**src/rtl/if_loop_pkg.sv**
```systemverilog
// Shared types and constants for the conditional-loop accumulator.
package if_loop_pkg;

   typedef enum logic [1:0] {
      ST_IDLE  = 2'd0,
      ST_RUN   = 2'd1,
      ST_DRAIN = 2'd2,
      ST_DONE  = 2'd3
   } state_t;

   localparam logic [1:0] MODE_GT  = 2'd0;  // add x when x >  thr
   localparam logic [1:0] MODE_LE  = 2'd1;  // add x when x <= thr
   localparam logic [1:0] MODE_CNT = 2'd2;  // add 1 when x >  thr
   localparam logic [1:0] MODE_ALL = 2'd3;  // add x always

   // Ceiling log2, used to size counters that must hold the value itself.
   function automatic int clog2(input int value);
      int r;
      r = 0;
      for (int v = value - 1; v > 0; v = v >> 1) begin
         r++;
      end
      return r;
   endfunction

endpackage

```
**src/rtl/if_loop_filter_acc.sv**
```systemverilog
// Per-element threshold filter feeding a wrapping signed accumulator.
module if_loop_filter_acc
   import if_loop_pkg::*;
#(
   parameter int DATA_W = 32
) (
   input  logic                     clock,
   input  logic                     resetn,
   input  logic signed [DATA_W-1:0] x,
   input  logic signed [DATA_W-1:0] thr,
   input  logic [1:0]               mode,
   input  logic                     valid,
   input  logic                     clear,
   output logic signed [DATA_W-1:0] acc
);

   // Term contributed by one element; zero when the element is filtered out.
   function automatic logic signed [DATA_W-1:0] filter_term(
      input logic signed [DATA_W-1:0] xv,
      input logic signed [DATA_W-1:0] tv,
      input logic [1:0]               mv
   );
      logic signed [DATA_W-1:0] term;
      term = '0;
      case (mv)
         MODE_GT:  term = (xv >  tv) ? xv : '0;
         MODE_LE:  term = (xv <= tv) ? xv : '0;
         MODE_CNT: term = (xv >  tv) ? DATA_W'(1) : '0;
         default:  term = xv;
      endcase
      return term;
   endfunction

   // Accumulate filtered terms; the sum wraps modulo 2^DATA_W on purpose.
   always_ff @(posedge clock or negedge resetn) begin
      if (!resetn) begin
         acc <= '0;
      end else if (clear) begin
         acc <= '0;
      end else if (valid) begin
         acc <= acc + filter_term(x, thr, mode);
      end
   end

endmodule

```
**src/rtl/if_loop_acc.sv**
```systemverilog
// Streams n elements over a pipelined Avalon-MM read master, filters each
// against a threshold and returns the accumulated sum via call/return.
module if_loop_acc
   import if_loop_pkg::*;
#(
   parameter int DATA_W          = 32,
   parameter int ADDR_W          = 64,
   parameter int CNT_W           = 32,
   parameter int MAX_OUTSTANDING = 4
) (
   input  logic              clock,
   input  logic              resetn,
   input  logic              start,
   output logic              busy,
   output logic              done,
   input  logic              stall,
   output logic [DATA_W-1:0] returndata,
   input  logic [ADDR_W-1:0] a,
   input  logic [CNT_W-1:0]  n,
   input  logic [DATA_W-1:0] thr,
   input  logic [1:0]        mode,
   output logic [ADDR_W-1:0] avm_address,
   output logic              avm_read,
   input  logic              avm_waitrequest,
   input  logic [DATA_W-1:0] avm_readdata,
   input  logic              avm_readdatavalid
);

   localparam int               OS_W   = clog2(MAX_OUTSTANDING + 1);
   localparam logic [OS_W-1:0]  OS_MAX = OS_W'(MAX_OUTSTANDING);
   localparam logic [ADDR_W-1:0] STRIDE = ADDR_W'(DATA_W / 8);

   state_t                   state;
   logic [ADDR_W-1:0]        addr;
   logic [CNT_W-1:0]         n_r;
   logic [CNT_W-1:0]         issued;
   logic [CNT_W-1:0]         received;
   logic [CNT_W-1:0]         issued_nxt;
   logic [CNT_W-1:0]         received_nxt;
   logic signed [DATA_W-1:0] thr_r;
   logic [1:0]               mode_r;
   logic [OS_W-1:0]          outstanding;
   logic                     done_r;
   logic                     accept_call;
   logic                     rd_accept;
   logic                     rd_take;
   logic signed [DATA_W-1:0] acc;

   assign accept_call = start && (state == ST_IDLE);
   assign avm_read    = (state == ST_RUN) && (issued < n_r) && (outstanding < OS_MAX);
   assign rd_accept   = avm_read && !avm_waitrequest;
   // Responses outside RUN/DRAIN belong to an aborted call and are dropped.
   assign rd_take     = avm_readdatavalid && ((state == ST_RUN) || (state == ST_DRAIN));

   assign issued_nxt   = issued + CNT_W'(rd_accept);
   assign received_nxt = received + CNT_W'(rd_take);

   assign avm_address = addr;
   assign busy        = (state != ST_IDLE);
   assign done        = done_r;
   assign returndata  = acc;

   // Call arguments are only meaningful once a call is accepted.
   always_ff @(posedge clock) begin
      if (accept_call) begin
         n_r    <= n;
         thr_r  <= signed'(thr);
         mode_r <= mode;
      end
   end

   // Control FSM: issue reads, wait for the tail responses, hold the return.
   always_ff @(posedge clock or negedge resetn) begin
      if (!resetn) begin
         state    <= ST_IDLE;
         addr     <= '0;
         issued   <= '0;
         received <= '0;
         done_r   <= 1'b0;
      end else begin
         case (state)
            ST_IDLE: begin
               if (start) begin
                  addr     <= a;
                  issued   <= '0;
                  received <= '0;
                  if (n == '0) begin
                     state  <= ST_DONE;
                     done_r <= 1'b1;
                  end else begin
                     state <= ST_RUN;
                  end
               end
            end
            ST_RUN: begin
               if (rd_accept) begin
                  addr <= addr + STRIDE;
               end
               issued   <= issued_nxt;
               received <= received_nxt;
               // The last response always lands at least a cycle after its issue.
               if (issued_nxt == n_r) begin
                  state <= ST_DRAIN;
               end
            end
            ST_DRAIN: begin
               received <= received_nxt;
               // Look ahead so done rises the cycle after the final response.
               if (received_nxt == n_r) begin
                  state  <= ST_DONE;
                  done_r <= 1'b1;
               end
            end
            default: begin
               if (!stall) begin
                  state  <= ST_IDLE;
                  done_r <= 1'b0;
               end
            end
         endcase
      end
   end

   // Reads in flight; issue and response in one cycle cancel out.
   always_ff @(posedge clock or negedge resetn) begin
      if (!resetn) begin
         outstanding <= '0;
      end else if (accept_call) begin
         outstanding <= '0;
      end else if (rd_accept && !rd_take) begin
         outstanding <= outstanding + OS_W'(1);
      end else if (!rd_accept && rd_take && (outstanding != '0)) begin
         outstanding <= outstanding - OS_W'(1);
      end
   end

   if_loop_filter_acc #(
      .DATA_W (DATA_W)
   ) u_filter_acc (
      .clock  (clock),
      .resetn (resetn),
      .x      (signed'(avm_readdata)),
      .thr    (thr_r),
      .mode   (mode_r),
      .valid  (rd_take),
      .clear  (accept_call),
      .acc    (acc)
   );

endmodule
```
**config.mk**
```make
export PLATFORM = sky130hd
export DESIGN_NAME = if_loop_acc
export DESIGN_NICKNAME = d
export VERILOG_FILES = /design/src/rtl/if_loop_pkg.sv /design/src/rtl/if_loop_filter_acc.sv /design/src/rtl/if_loop_acc.sv
export SDC_FILE = /design/constraint.sdc
export NUM_CORES = 1
export LEC_CHECK = 0
export ABC_AREA = 1
export CORE_MARGIN = 1
export CORE_UTILIZATION = 55
export DETAILED_ROUTE_END_ITERATION = 12
export PLACE_DENSITY = 0.81
export SLEW_MARGIN = 25
export SYNTH_ARGS = -nofsm -noshare
export SYNTH_HDL_FRONTEND = slang
export SYNTH_SLANG_ARGS = --single-unit
export TNS_END_PERCENT = 10
```
**constraint.sdc**
```tcl
create_clock -name clock -period 4.8 [get_ports clock]
set_clock_uncertainty 0.2 [all_clocks]
set_input_delay 0.96 -clock clock [delete_from_list [all_inputs] [get_ports clock]]
set_output_delay 0.96 -clock clock [all_outputs]
set_load 0.01 [all_outputs]
```
==> impl_metrics.py, run 1 <==
metrics = {
    "timing": {
        "max_freq_ghz": 0.211,
        "fin_crit_sh_pct": 98.8,
        "worst_pin_slew_ns": 0.929,
        "relSlewSlack_pct": 37.5,
        "fin_ws_ns": 0.0568,
        "finalCriticalPeriod_ns": 4.74,
        "setup_tns_ns": 0,
        "rsz0062_at_grt": "yes",
        "hold_viol_final": 0,
        "setup_viol": 0,
        "slew_viol_final": 0,
    },
    "grt": {
        "antenna_found_initial": 2,
        "grt_pass1_wl_mm": 87.7,
        "grt_max_degree": 71,
        "track_usage_pct": 35.5,
        "grt_overflow_total": 0,
        "grt_pass1_vias": 17100,
    },
    "yosys": {
        "yosysTopAreaCell": "dfrtp_1",
        "synth_compound_area_share_pct": 11.6,
        "synth-adder-area-share_pct": 8.37,
        "synthMuxAreaShare_pct": 0,
        "syn_nets": 2631,
        "synth_ff_type": "dfrtp_1",
        "ys_top_cells_by_area": "dfrtp_1 25%, nand2_1 14%, edfxtp_1 12%, ha_1 8.1%, inv_1 7.0%",
        "netlist_instances": 2351,
        "yosysMostFrequentCell": "nand2_1",
        "syn-cell-area_um2": 16900,
        "synthDistinctLibCells": 54,
        "ys_ff_latch": 232,
        "synth.top_cell.area_share_pct": 24.5,
        "post_synth.cell_area_avg_um2": 7.20,
        "async_flop_share_pct": 71.6,
        "synth_top_family_by_area": "simple AND/OR/NAND/NOR gates",
        "synthXorXnorAreaFrac_pct": 5.42,
        "yosysSeqAreaShare_pct": 36.3,
        "yosysWarnings": 0,
        "synth_edf_count": 66,
        "synth_commonest_cells": "642 x nand2_1, 317 x inv_1, 262 x nor2_1",
        "synth-simple-area-share_pct": 29.9,
    },
    "drt": {
        "wl_mm": 56.9,
        "wire_per_inst_um": 18.0,
        "drt_pass1_iterations": 6,
        "drtIter0Drc": 1837,
        "drc": 0,
        "vias_per_cell": 5.69,
        "antenna_left": 0,
        "via_count": 18000,
    },
    "worst_hold_path": {
        "hold_path.class": "in -> async",
    },
    "worst_setup_path": {
        "critPathLaunchType": "primary input",
        "cp_slowest_stage_delay_ns": 0.55,
        "cp_max_fo": 16,
        "worst_setup_path_end_kind": "flop",
        "slowest_stage": "clkdlybuf4s50_1",
        "cp.required_ns": 5.04,
        "criticalPathCategory": "in -> reg",
        "worstPathArrival_ns": 4.98,
        "r2r.worst_path.cells": 27,
        "crit_top_cell": "nand2_2",
    },
    "clock_tree": {
        "clkTransAtPathRegs_ns": 0.06,
        "clk_latency_ns": 0.55,
        "clockRootBuffer": "clkbuf_16",
        "cts_tree": "done",
        "cts_buffer_depth": 3,
        "numCtsBuffers": 27,
        "cts_sinks": 232,
        "cts-htree-levels": 1,
    },
    "job": {
        "max_cap_violations": 0,
    },
    "floorplanning": {
        "die_h_um": 177,
        "dieWidth_um": 177,
        "dieArea_um2": 31500,
        "rows": 63,
        "initial_core_util_pct": 56.5,
        "coreArea_um2": 30000,
        "io_pins": 267,
    },
    "power": {
        "power.leakage_nw": 10.3,
        "vdd_ir_drop_max_v": 0.000410,
        "cellPowerDensity_nw_per_um2": 505,
    },
    "final_layout": {
        "final_cell_area_um2": 22200,
        "drive_gt1_share_pct": 10.6,
        "fin_nets": 3026,
        "antennaDiodeCount": 0,
        "area_delta_synth_final_pct": 31.0,
        "nFillCells": 2269,
        "post-route-util_pct": 74.0,
    },
    "status": {
        "status": "finished, final reports clean",
    },
    "placed_design": {
        "pre_cts_ws_ns": -0.634,
        "dp_hpwl_mm": 43.7,
        "dpl_cell_area_um2": 21000,
        "globalplace.congestion": 0.999,
        "io_buffers": 266,
    },
}
through the flow:
stage	power, mW	hold WS, ns	instances
final	11.2	0.186	3156
after global routing	11.9	0.233	3156
after CTS	11.0	0.216	3153
after detailed placement	8.87	0.273	3104
after global placement	8.72	0.269	3104
after floorplan	6.30	0.282	2351
worst max-delay path: cells and delay by family:
| kind | cells | cell delay, ns |
|---|---|---|
| AO/OA/AOI/OAI | 7 | 0.93 |
| adder cells (fa/ha/maj) | 2 | 0.61 |
| buffers and inverters | 5 | 1.04 |
| AND/OR/NAND/NOR | 15 | 1.44 |
routing by layer:
layer	vias up	routed length [um]	track usage, %
met2	883	26300	58.9
met1	8360	23300	46.2
met4	4	2570	14.1
met5	-	23	0
li1	8541	-	-
met3	179	4680	5.61
cells by family after synthesis:
kind of cell    after synthesis
compound gates              349
xor+xnor                    100
fa+ha+maj                   112
flops                       232
buf+inv                     373
simple gates               1185
state kept, by name, summed over array words and instances (netlist names), 3 cells and up:
| signal | count |
|---|---|
| received | 32 |
| outstanding | 3 |
| u_filter_acc.acc | 32 |
| thr_r | 32 |
| avm_address | 64 |
| n_r | 32 |
| issued | 32 |
power by group:
group          switching (mW)  internal [mW]  total (mW)
Sequential              0.654           2.62        3.27
Combinational            3.40           2.46        5.86
Clock                   0.868           1.20        2.07
path summary, 6_finish.rpt:
kind | start | to | slack, ns
worst min-delay path | resetn | issued[9] | 0.19
max in group asynchronous | resetn | avm_address[44] | 3.08
worst min register to register | avm_address[0] | avm_address[0] | 0.28
worst max-delay path | avm_readdata[13] | u_filter_acc.acc[28] | 0.06
worst max register to register | n_r[31] | state[0] | 0.35
min in group clock | avm_address[0] | avm_address[0] | 0.28
cell type report:
class                           count  area [um2]  area share [%]
Multi-Input combinational cell   1746        9640            43.5
Clock inverter                     12         115           0.519
Timing Repair Buffer              414        3810            17.2
Sequential cell                   232        6140            27.7
Inverter                          325        1220            5.51
Clock buffer                       37         754            3.40
Tap cell                          390         488            2.20
layout by cell type (no fill, tap or decap), types with 66 or more instances in the layout:
cell type / n
edfxtp_1: 66
dfrtp_1: 166
nor2_1: 245
inv_1: 314
nand3_1: 121
xor2_1: 86
buf_4: 145
clkdlybuf4s50_1: 264
ha_1: 101
o21ai_0: 95
nand2_1: 629
a21oi_1: 90
timing repair:
item,4_1_cts,5_1_grt
hold buffers,0,0
setup endpoints to repair,5,25
gates resized for setup,6,76
buffers inserted,0,3
pin swaps,0,16
Power figures use the tool's default switching activity.
==> inputs of run 2 (changes only) <==
Clock period 4.8 ns to 5.3 ns, I/O delays scaled along.
==> impl_metrics.py, run 2 (synthesis gave the netlist of run 1 again) <==
metrics = {
    "drt": {
        "wl_mm": 54.7,
        "drt_pass1_iterations": 7,
        "antenna_left": 0,
        "drtIter0Drc": 1678,
        "via_count": 17500,
        "drc": 0,
        "vias_per_cell": 5.68,
        "wire_per_inst_um": 17.8,
    },
    "worst_setup_path": {
        "reg2reg_from": "n_r[15]",
        "cp_slowest_stage_delay_ns": 0.46,
        "critPathTopFamily": "simple AND/OR/NAND/NOR gates",
        "cp_max_fo": 4,
        "crit_top_cell": "nand2_1",
        "critPathLaunchType": "flop",
        "cp.required_ns": 5.54,
        "slowest_stage": "edfxtp_1",
        "cp_num_buf_inv": 4,
        "criticalPathCategory": "reg -> reg",
        "r2r.worst_path.cells": 31,
        "worst_setup_path_end_kind": "flop",
        "timing.rr.end": "state[0]",
        "r2r_setup_slack_ns": 0.31,
        "worstPathArrival_ns": 5.23,
    },
    "clock_tree": {
        "cts_sinks": 232,
        "clk_latency_ns": 0.55,
        "numCtsBuffers": 27,
        "cts_buffer_depth": 3,
        "cts_tree": "done",
        "hold_buffers": 0,
        "clkTransAtPathRegs_ns": 0.06,
        "cts-htree-levels": 1,
        "clockRootBuffer": "clkbuf_16",
    },
    "timing": {
        "rsz0062_at_grt": "yes",
        "slew_viol_final": 0,
        "relSlewSlack_pct": 30.5,
        "worst_pin_slew_ns": 1.04,
        "setup_viol": 0,
        "max_freq_ghz": 0.200,
        "fin_crit_sh_pct": 94.1,
        "finalCriticalPeriod_ns": 4.99,
        "fin_ws_ns": 0.312,
        "hold_viol_final": 0,
    },
    "floorplanning": {
        "io_pins": 267,
        "dieArea_um2": 31500,
        "initial_core_util_pct": 56.5,
        "rows": 63,
        "dieWidth_um": 177,
        "die_h_um": 177,
        "coreArea_um2": 30000,
    },
    "placed_design": {
        "pre_cts_ws_ns": -0.246,
        "io_buffers": 266,
        "dp_hpwl_mm": 42.1,
        "globalplace.congestion": 1.04,
        "dp.cells": 3024,
    },
    "power": {
        "cellPowerDensity_nw_per_um2": 458,
        "power.leakage_nw": 9.87,
        "total_power_mw": 9.79,
        "vdd_ir_drop_max_v": 0.000379,
    },
    "final_layout": {
        "layout_commonest_cell": "nand2_1",
        "final_cell_mix": "639 x nand2_1, 316 x inv_1, 264 x clkdlybuf4s50_1, 256 x nor2_1, 166 x dfrtp_1",
        "multiInputGateArea_um2": 9420,
        "largest_reg_flops": 64,
        "nFillCells": 2390,
        "area_delta_synth_final_pct": 26.2,
        "fin_nets": 2944,
        "finalNonFillerCells": 3076,
        "post-route-util_pct": 71.3,
        "seq_area_um2": 6140,
        "drive_gt1_share_pct": 6.15,
    },
    "status": {
        "status": "finished, final reports clean",
    },
    "grt": {
        "grt_max_degree": 97,
        "track_usage_pct": 34.5,
        "antenna_found_initial": 1,
        "grt_pass1_vias": 16900,
        "grt_pass1_wl_mm": 85.8,
        "grt_overflow_total": 0,
    },
    "worst_hold_path": {
        "hold_path.class": "in -> async",
    },
    "job": {
        "max_cap_violations": 0,
    },
}
-- run 2: cell count changes in the layout (fill, tap and decap cells not counted), sizes merged --
cell | previous run | this run
buf | 149 | 67
bufinv | 2 | 4
clkbuf | 37 | 30
clkinv | 11 | 15
clkinvlp | 2 | 4
diode | 0 | 1
-- run 2: timing repair --
action,CTS,global route
endpoints found under the setup margin,0,10
setup buffers,0,0
resized for setup,0,15
-- run 2: cell type report --
type | count | area share, %
clock buffers | 30 | 3.22
multi-input cells | 1746 | 44.1
diodes | 1 | 0.0117
clock inverters | 20 | 0.984
flip-flops and latches | 232 | 28.7
inverters | 325 | 5.72
repair buffers | 332 | 15.0
well taps | 390 | 2.28
-- run 2: worst max path at each step --
stage / start / endpoint / slack, ns / cells past startpoint
after floorplan: avm_readdata[31] / u_filter_acc.acc[27] / 0.72 / 27
after global placement: avm_readdata[31] / u_filter_acc.acc[30] / -0.02 / 28
after detailed placement: avm_readdata[31] / u_filter_acc.acc[28] / -0.25 / 28
after CTS: avm_readdata[31] / u_filter_acc.acc[28] / 0.29 / 28
after global routing: avm_readdata[0] / u_filter_acc.acc[20] / -0.008 / 38
final: n_r[15] / state[0] / 0.31 / 31
-- run 2: stage by stage --
stage | setup TNS [ns] | instance area [um2] | hold WS [ns]
finish | 0 | 21400 | 0.207
global route | -0.00753 | 21400 | 0.219
CTS | 0 | 21300 | 0.292
detailed placement | -2.25 | 20400 | 0.271
global placement | -0.0180 | 20400 | 0.269
floorplan | 0 | 16900 | 0.282
-- run 2: where the power goes --
group	internal [mW]	switching [mW]	leakage (nW)
Combinational	1.97	2.93	6.69
Sequential	2.37	0.586	2.74
Clock	1.13	0.791	0.434
Total	5.47	4.31	9.87
-- run 2: metal layers --
layer  wire length, um  GRT usage [%]  up-vias  part of all wire [%]
li1                  -              -     8398                     -
met1             22500           44.9     8042                    41
met3              4830           5.85      167                   8.8
met5                 0              0        -                     0
met2             25100           56.9      868                    46
met4              2240           13.8        0                   4.1
